`config.mk`:
```
export PLATFORM = sky130hd
export DESIGN_NAME = shift_add_mult_ctrl
export DESIGN_NICKNAME = d
export VERILOG_FILES = /design/src/rtl/shift_add_mult_pkg.sv /design/src/rtl/ula_8_bits.sv /design/src/rtl/shift_add_mult_ctrl.sv
export SDC_FILE = /design/constraint.sdc
export NUM_CORES = 1
export LEC_CHECK = 0
export CAP_MARGIN = 20
export CORE_ASPECT_RATIO = 1.4
export CORE_MARGIN = 10
export CORE_UTILIZATION = 52
export CTS_CLUSTER_SIZE = 25
export DETAILED_ROUTE_END_ITERATION = 12
export PLACE_DENSITY = 0.85
export RECOVER_POWER = 100
export SYNTH_ARGS = -nofsm -noshare
export SYNTH_HDL_FRONTEND = slang
export SYNTH_SLANG_ARGS = --single-unit
```
`constraint.sdc`:
```
create_clock -name clk -period 5.7 [get_ports clk]
set_input_delay 0.57 -clock clk [delete_from_list [all_inputs] [get_ports clk]]
set_output_delay 0.57 -clock clk [all_outputs]
set_load 0.01 [all_outputs]
```
`src/rtl/shift_add_mult_pkg.sv`:
```
// Shared types and constants for the shift-add multiplier controller.
package shift_add_mult_pkg;

    typedef enum logic [1:0] {
        IDLE = 2'd0,
        CALC = 2'd1,
        DONE = 2'd2
    } mult_state_t;

    localparam logic [3:0] ALU_OP_ADD    = 4'b1001;
    localparam logic [3:0] ALU_OP_PASS_A = 4'b1111;
    localparam int         MULT_STEPS    = 8;

endpackage

```
`src/rtl/ula_8_bits.sv`:
```
// 8-bit combinational ALU in 74181 style: m=1 selects logic, m=0 arithmetic.
// Carry-in and carry-out are active-low (c_in=1 means no carry); s=1111 in arithmetic mode passes A.
module ula_8_bits (
    input  logic [7:0] a,
    input  logic [7:0] b,
    input  logic [3:0] s,
    input  logic       m,
    input  logic       c_in,
    output logic [7:0] f,
    output logic       c_out
);

    logic [7:0] x;
    logic [7:0] y;
    logic [7:0] logic_f;
    logic [8:0] sum;

    always_comb begin
        x = a;
        y = 8'h00;
        case (s)
            4'b0000: begin x = a;        y = 8'h00;   end
            4'b0001: begin x = a | b;    y = 8'h00;   end
            4'b0010: begin x = a | ~b;   y = 8'h00;   end
            4'b0011: begin x = 8'h00;    y = 8'hFF;   end
            4'b0100: begin x = a;        y = a & ~b;  end
            4'b0101: begin x = a | b;    y = a & ~b;  end
            4'b0110: begin x = a;        y = ~b;      end
            4'b0111: begin x = a & ~b;   y = 8'hFF;   end
            4'b1000: begin x = a;        y = a & b;   end
            4'b1001: begin x = a;        y = b;       end
            4'b1010: begin x = a | ~b;   y = a & b;   end
            4'b1011: begin x = a & b;    y = 8'hFF;   end
            4'b1100: begin x = a;        y = a;       end
            4'b1101: begin x = a | b;    y = a;       end
            4'b1110: begin x = a | ~b;   y = a;       end
            default: begin x = a;        y = 8'h00;   end
        endcase
    end

    always_comb begin
        logic_f = 8'h00;
        case (s)
            4'b0000: logic_f = ~a;
            4'b0001: logic_f = ~(a | b);
            4'b0010: logic_f = ~a & b;
            4'b0011: logic_f = 8'h00;
            4'b0100: logic_f = ~(a & b);
            4'b0101: logic_f = ~b;
            4'b0110: logic_f = a ^ b;
            4'b0111: logic_f = a & ~b;
            4'b1000: logic_f = ~a | b;
            4'b1001: logic_f = ~(a ^ b);
            4'b1010: logic_f = b;
            4'b1011: logic_f = a & b;
            4'b1100: logic_f = 8'hFF;
            4'b1101: logic_f = a | ~b;
            4'b1110: logic_f = a | b;
            default: logic_f = a;
        endcase
    end

    assign sum   = {1'b0, x} + {1'b0, y} + {8'h00, ~c_in};
    assign f     = m ? logic_f : sum[7:0];
    assign c_out = m ? 1'b1 : ~sum[8];

endmodule

```
`src/rtl/shift_add_mult_ctrl.sv`:
```
// Sequential 8x8 unsigned shift-add multiplier sequencer driving ula_8_bits.
// Define SHIFT_ADD_MULT_DBG_EN to expose dbg_state/dbg_cnt.
module shift_add_mult_ctrl
    import shift_add_mult_pkg::*;
#(
    parameter int WIDTH = 8
) (
    input  logic               clk,
    input  logic               rst_n,
    input  logic               start,
    input  logic [WIDTH-1:0]   multiplicand,
    input  logic [WIDTH-1:0]   multiplier,
    output logic               busy,
    output logic               done,
    output logic [2*WIDTH-1:0] product
`ifdef SHIFT_ADD_MULT_DBG_EN
    ,
    output logic [1:0]         dbg_state,
    output logic [3:0]         dbg_cnt
`endif
);

    mult_state_t      state;
    mult_state_t      state_nxt;
    logic [WIDTH-1:0] m_reg;
    logic [WIDTH-1:0] acc;
    logic [WIDTH-1:0] q;
    logic [3:0]       cnt;

    logic             load;
    logic             step;
    logic [3:0]       alu_s;
    logic [WIDTH-1:0] alu_f;
    logic             alu_c_out;
    logic             carry;

    assign alu_s = q[0] ? ALU_OP_ADD : ALU_OP_PASS_A;

    ula_8_bits u_alu (
        .a     (acc),
        .b     (m_reg),
        .s     (alu_s),
        .m     (1'b0),
        .c_in  (1'b1),
        .f     (alu_f),
        .c_out (alu_c_out)
    );

    // The ALU flags a carry by pulling c_out low; only an add can produce one.
    assign carry = q[0] & ~alu_c_out;

    always_comb begin
        state_nxt = state;
        load      = 1'b0;
        step      = 1'b0;
        busy      = 1'b0;
        done      = 1'b0;
        case (state)
            IDLE: begin
                if (start) begin
                    load      = 1'b1;
                    state_nxt = CALC;
                end
            end
            CALC: begin
                busy = 1'b1;
                step = 1'b1;
                if (cnt == 4'(MULT_STEPS - 1)) begin
                    state_nxt = DONE;
                end
            end
            DONE: begin
                done = 1'b1;
                if (start) begin
                    load      = 1'b1;
                    state_nxt = CALC;
                end else begin
                    state_nxt = IDLE;
                end
            end
            default: state_nxt = IDLE;
        endcase
    end

    always_ff @(posedge clk or negedge rst_n) begin
        if (!rst_n) begin
            state <= IDLE;
            m_reg <= '0;
            acc   <= '0;
            q     <= '0;
            cnt   <= '0;
        end else begin
            state <= state_nxt;
            if (load) begin
                m_reg <= multiplicand;
                q     <= multiplier;
                acc   <= '0;
                cnt   <= '0;
            end else if (step) begin
                acc <= {carry, alu_f[WIDTH-1:1]};
                q   <= {alu_f[0], q[WIDTH-1:1]};
                cnt <= cnt + 4'd1;
            end
        end
    end

    assign product = {acc, q};

`ifdef SHIFT_ADD_MULT_DBG_EN
    assign dbg_state = state;
    assign dbg_cnt   = cnt;
`endif

endmodule

```
== After elaboration in Yosys (flattened, before gate mapping) ==
Cells that the tools add are included.

* $add $sub $neg: 2
* Multiply operators: 0
* Div/mod/pow operators: 0
* $lt $le $gt $ge: 0
* Equality and inequality tests: 19
* Shifts and indexed selects: 0
* Mux-type cells: 17
* Bitwise gates (word level): 6
* Reduce and logical (&&, ||, !) cells: 10

{| class="wikitable"
|+ Operator list
! operator !! count
|-
| one-hot mux 8 bit (6 select lines) || 1
|-
| one-hot mux 8 bit (5 select lines) || 1
|-
| 2-to-1 mux 8 bit || 4
|-
| equality test 4 bit, second input constant || 7
|-
| equality test 4 x 3 -> 1 bit, second input constant || 5
|-
| bitwise AND 8 bit || 2
|-
| bitwise OR 8 bit || 2
|-
| OR reduction 3 bit || 4
|-
| adder 8 x 8 -> 9 bit || 1
|-
| equality test 4 x 2 -> 1 bit, second input constant || 2
|-
| 2-to-1 mux 4 bit || 2
|-
| NOT 8 bit || 1
|-
| one-hot mux 2 bit (3 select lines) || 1
|-
| OR reduction 2 bit || 3
|-
| 2-to-1 mux 1 bit || 5
|-
| adder 4 x 1 -> 4 bit, second input constant || 1
|-
| equality test 4 x 1 -> 1 bit, second input constant || 1
|-
| 2-to-1 mux 2 bit || 2
|-
| inequality test 2 bit, second input constant || 2
|-
| 2-to-1 mux 3 bit || 1
|-
| equality test 2 x 1 -> 1 bit, second input constant || 1
|-
| equality test 2 bit, second input constant || 1
|-
| logical NOT 2 bit || 1
|-
| AND reduction 2 bit || 1
|-
| other kinds (2) || 2
|}

* Register bits: 30
* Bits in latches: 0
* Memory bits (writable): 0
* ROM bits: 0
* Input bits: 19
* Output and inout port bits: 18
* Word-level logic and storage cells: 59
* Memories: 0

== Longest topological paths before layout ==
* Word-level depth: 8
* Mapped depth: 8
* Mapped depth without buffers: 7

== By module ==
A second synthesis with hierarchy kept.

* Cell total of the unflattened synthesis: 509
* Area, all modules: 3,945.0 µm²

{| class="wikitable"
|+ Modules (own cells, without submodules)
! module !! instances !! cells an instance !! area an instance (µm²) !! sequential area each (µm²)
|-
| ula_8_bits || 1 || 395 || 2,661.3 || 0.0
|-
| shift_add_mult_ctrl || 1 || 114 || 1,283.7 || 750.7
|}

== Worst setup path before layout ==
Ideal clock, no wire load.

* Kind: reg2reg
* Start point: reg q[0]
* End point: reg acc[3]
* Library setup time: 121 ps
* Data arrival time: 1,893 ps
* Data required time: 5,579 ps
* Path slack: 3,686 ps
* Stages on the path, launching flop included: 9
* Path buffers: 1
* Period minus slack after synthesis: 2,014 ps
* Cell sequence: dfrtp_1 clkbuf_1 and2_1 ha_1 fa_1 a21oi_1 o21ai_0 xor2_1 a22o_1

* Word-level cells in the longest chain between the ends: 7
* Elaborated cells between the ends (all ways): 26
* Classes of those cells: add/sub (1); eq/ne (14); mux (5); reduce/logical (6)

{| class="wikitable"
|+ RTL lines
! item !! line !! source
|-
| from (decl) || shift_add_mult_ctrl.sv:27 || <nowiki>logic [WIDTH-1:0] q;</nowiki>
|-
| from (signal assigned) || shift_add_mult_ctrl.sv:96 || <nowiki>q <= multiplier;</nowiki>
|-
| from (signal assigned) || shift_add_mult_ctrl.sv:101 || <nowiki>q <= {alu_f[0], q[WIDTH-1:1]};</nowiki>
|-
| 2-to-1 mux 3 bit * || shift_add_mult_ctrl.sv:37 || <nowiki>assign alu_s = q[0] ? ALU_OP_ADD : ALU_OP_PASS_A;</nowiki>
|-
| equality test 4 bit, or another cell as far along || - ||
|-
| OR reduction 3 bit (no line) / OR reduction 2 bit (equally long branches) || - ||
|-
| one-hot mux 8 bit (6 select lines) / one-hot mux 8 bit (5 select lines) (equally long branches) || ula_8_bits.sv:21 || <nowiki>case (s)</nowiki>
|-
| adder 8 x 8 -> 9 bit * || ula_8_bits.sv:63 || <nowiki>assign sum = {1'b0, x} + {1'b0, y} + {8'h00, ~c_in};</nowiki>
|-
| 2-to-1 mux 8 bit * || shift_add_mult_ctrl.sv:99 || <nowiki>end else if (step) begin</nowiki>
|-
| 2-to-1 mux 8 bit * || shift_add_mult_ctrl.sv:94 || <nowiki>if (load) begin</nowiki>
|-
| to (signal assigned) || shift_add_mult_ctrl.sv:100 || <nowiki>acc <= {carry, alu_f[WIDTH-1:1]};</nowiki>
|-
| to (decl) || shift_add_mult_ctrl.sv:26 || <nowiki>logic [WIDTH-1:0] acc;</nowiki>
|}

Every way passes the cells marked *; elsewhere a longest branch is shown, timed or not. The select of a mux whose other input is x is not followed.
A chain may end at the register's enable or synchronous reset.

== Worst setup path after layout ==
* Start point: reg state[0]
* End point: out busy

* Word-level cells in the longest chain between the ends: 2

{| class="wikitable"
|+ RTL lines
! item !! line !! source
|-
| from (decl) || shift_add_mult_ctrl.sv:23 || <nowiki>mult_state_t state;</nowiki>
|-
| from (signal assigned) || shift_add_mult_ctrl.sv:93 || <nowiki>state <= state_nxt;</nowiki>
|-
| equality test 2 x 1 -> 1 bit || shift_add_mult_ctrl.sv:58 || <nowiki>case (state)</nowiki>
|-
| 2-to-1 mux 1 bit || shift_add_mult_ctrl.sv:58 ||
|-
| to (decl) || shift_add_mult_ctrl.sv:13 || <nowiki>output logic busy,</nowiki>
|}

No other way between the ends.

==> results.py <==
metrics = {
    "run_status": {
        "run_status": "finished with violations",
        "failed_checks": "max-capacitance violations, max-slew violations",
    },
    "job": {
        "maxCapViolCount": 1,
    },
    "final_layout": {
        "fin_nets": 243,
        "layout_common_cells": "nand2_1 (48), dfrtp_1 (30), dlygate4sd3_1 (20)",
        "syn2layout_area_growth_pct": 27.2,
        "layout_commonest_cell": "nand2_1",
        "final_cells": 252,
        "final_util_pct": 70.3,
        "drive_gt1_share_pct": 4.65,
        "n_antenna_cell": 0,
    },
    "cts": {
        "cts_resized": 0,
        "cts_setup_buffers": 0,
        "clk_pin_slew_ns": 0.07,
        "hold_buffers": 0,
        "cts_buffers": 5,
        "numClockSinks": 30,
        "ctsRootBufferMaster": "clkbuf_8",
        "htreeDepth": 2,
        "insertion_delay_ns": 0.29,
        "ctsLongestPathBuffers": 2,
        "tritoncts": "yes",
    },
    "setup_path": {
        "critPathArrivalTime_ns": 2.81,
        "critical_path_class": "reg -> out",
        "worst-endpoint-required_ns": 5.13,
        "slowest_delay_ns": 0.85,
        "critical-path-top-delay-family": "buffers and inverters",
        "start_kind": "register",
        "crit_path_top_delay_cell": "dlygate4sd3_1",
        "worstPathMaxFanout": 19,
        "critPathBufInv": 2,
        "end_kind": "output pin",
        "crit_path_cell_trace": "nand2b_1 > clkinvlp_2 > dlygate4sd3_1",
    },
    "sta": {
        "finalSetupViolCount": 0,
        "finalWorstSetupSlack_ns": 2.32,
        "min_period_over_period_pct": 59.3,
        "worst_slew_pin_slew_ns": 1.55,
        "relSlewSlack_pct": -3.48,
        "finalHoldViolCount": 0,
        "hold_ws_ns": 0.476,
        "tns_ns": 0,
        "max_freq_mhz": 296,
        "finalMaxSlewViolations": 31,
        "period_needed_ns": 3.38,
        "finClkSkew_ns": 0.00381,
        "rsz0062_at_grt": "false",
    },
    "logic_synthesis": {
        "syn_inst": 176,
        "yosysSeqAreaShare_pct": 46.3,
        "yosysWarnings": 0,
        "syn_avg_cell_area_sq_um": 9.21,
        "synth_edf_count": 0,
        "ys_ff_latch": 30,
        "async_reset_ff_share_pct": 100,
        "synth_ff_type": "dfrtp_1",
        "yosysUniqueCellTypes": 36,
        "syn_area_sq_um": 1620,
        "synth_nets": 205,
    },
    "routing": {
        "drc": 0,
        "drt_iter0_drc": 29,
        "first_pass_iters": 4,
        "routed_wl_mm": 4.10,
        "wl_per_cell_um": 16.3,
        "ant_nets": 0,
        "vias_per_cell": 5.71,
        "vias": 1438,
    },
    "place": {
        "placed_cells": 244,
        "io_buffers": 36,
        "hpwlAfterDp_mm": 3.04,
        "place_congestion": 0.852,
        "place_ws_ns": 3.63,
    },
    "floorplanning": {
        "fp-row-count": 23,
        "die-area_sq_um": 5780,
        "io_pins": 37,
        "die_h_um": 86.1,
        "coreArea_sq_um": 2940,
        "start_util_pct": 55.2,
        "fp.dieW_um": 67.2,
    },
    "power_and_ir_drop": {
        "p_leak_nw": 0.951,
        "peakVddDrop_v": 0.000317,
        "powerDensity_nw_per_um2": 563,
    },
    "grt": {
        "grtUsageTotal_pct": 15.4,
        "grt_first_pass_wirelength_mm": 6.94,
        "grt_max_degree": 31,
        "antenna_found_initial": 0,
        "first_global_vias": 1460,
        "grt_overflow": 0,
    },
    "hold_path": {
        "min_path_type": "reg -> reg",
    },
}
==> tightest hold or removal path: stages, from the launching register on <==
cell	delay [ns]
dfrtp_1	0.34
nand2_1	0.05
nand2_1	0.05
==> power breakdown <==
part	internal [W]	switching (W)	total [W]
clock	0.0000973	0.0000821	0.000179
combinational	0.000268	0.000309	0.000577
sequential	0.000315	0.0000912	0.000406
==> worst paths after layout <==
path	slack (ns)	to	cells past startpoint	from
hold reg to reg	0.48	m_reg[0]	2	m_reg[0]
setup reg to reg	2.85	acc[4]	5	state[0]
setup / recovery	2.32	busy	3	state[0]
min in group asynchronous	1.20	acc[0]	2	rst_n
hold / removal	0.48	m_reg[0]	2	m_reg[0]
max in group asynchronous	3.60	q[2]	2	rst_n
==> cells by family after synthesis <==
logic type / count (synthesis) / share of synthesized area [%]
xor gates and xnor gates: 6 / 3.24
and+or+nand+nor: 84 / 24.2
muxes: 1 / 0.617
adders and majority gates: 10 / 8.18
DFF: 30 / 46.3
AOI/OAI and AO/OA: 36 / 13.9
buffers and inverters: 9 / 3.55
==> routing by layer <==
layer	share of wire, %	vias to the layer above	global-route usage, %
met5	0	-	0
met4	1.5	0	5.62
met3	7.0	7	6.90
met2	55	45	27.2
met1	36	713	15.2
li1	-	673	-
==> layout make-up <==
type                            count  area [sq um]
Tap cell                           37          46.3
Multi-Input combinational cell    137           798
Inverter                            3          12.5
Clock buffer                        7          86.3
Sequential cell                    30           751
Fill cell                         239           872
Clock inverter                      1          5.00
Timing Repair Buffer               37           364
==> synthesized netlist by cell type (2+ instances only) <==
library cell   n  area share [%]
nand2b_1       3             1.2
a22oi_1        3             1.4
a31oi_1        5             1.9
nor3_1         3            0.93
o21ai_0       13             4.0
dfrtp_1       30              46
nor2_1        11             2.5
a22o_1         3             1.6
a21oi_1        5             1.5
xnor2_1        5             2.7
and2_1         9             3.5
nand3_1        4             1.2
nand2_1       48              11
ha_1           9             6.9
buf_2          3            0.93
inv_1          2            0.46
==> through the flow <==
stage	instance area [sq um]	power, W
3_5_place_dp	1990	0.00102
4_1_cts	2090	0.00121
5_1_grt	2060	0.00125
2_1_floorplan	1620	0.000799
3_3_place_gp	1990	0.000985
6_report	2060	0.00116
(Power assumes the default switching activity.)
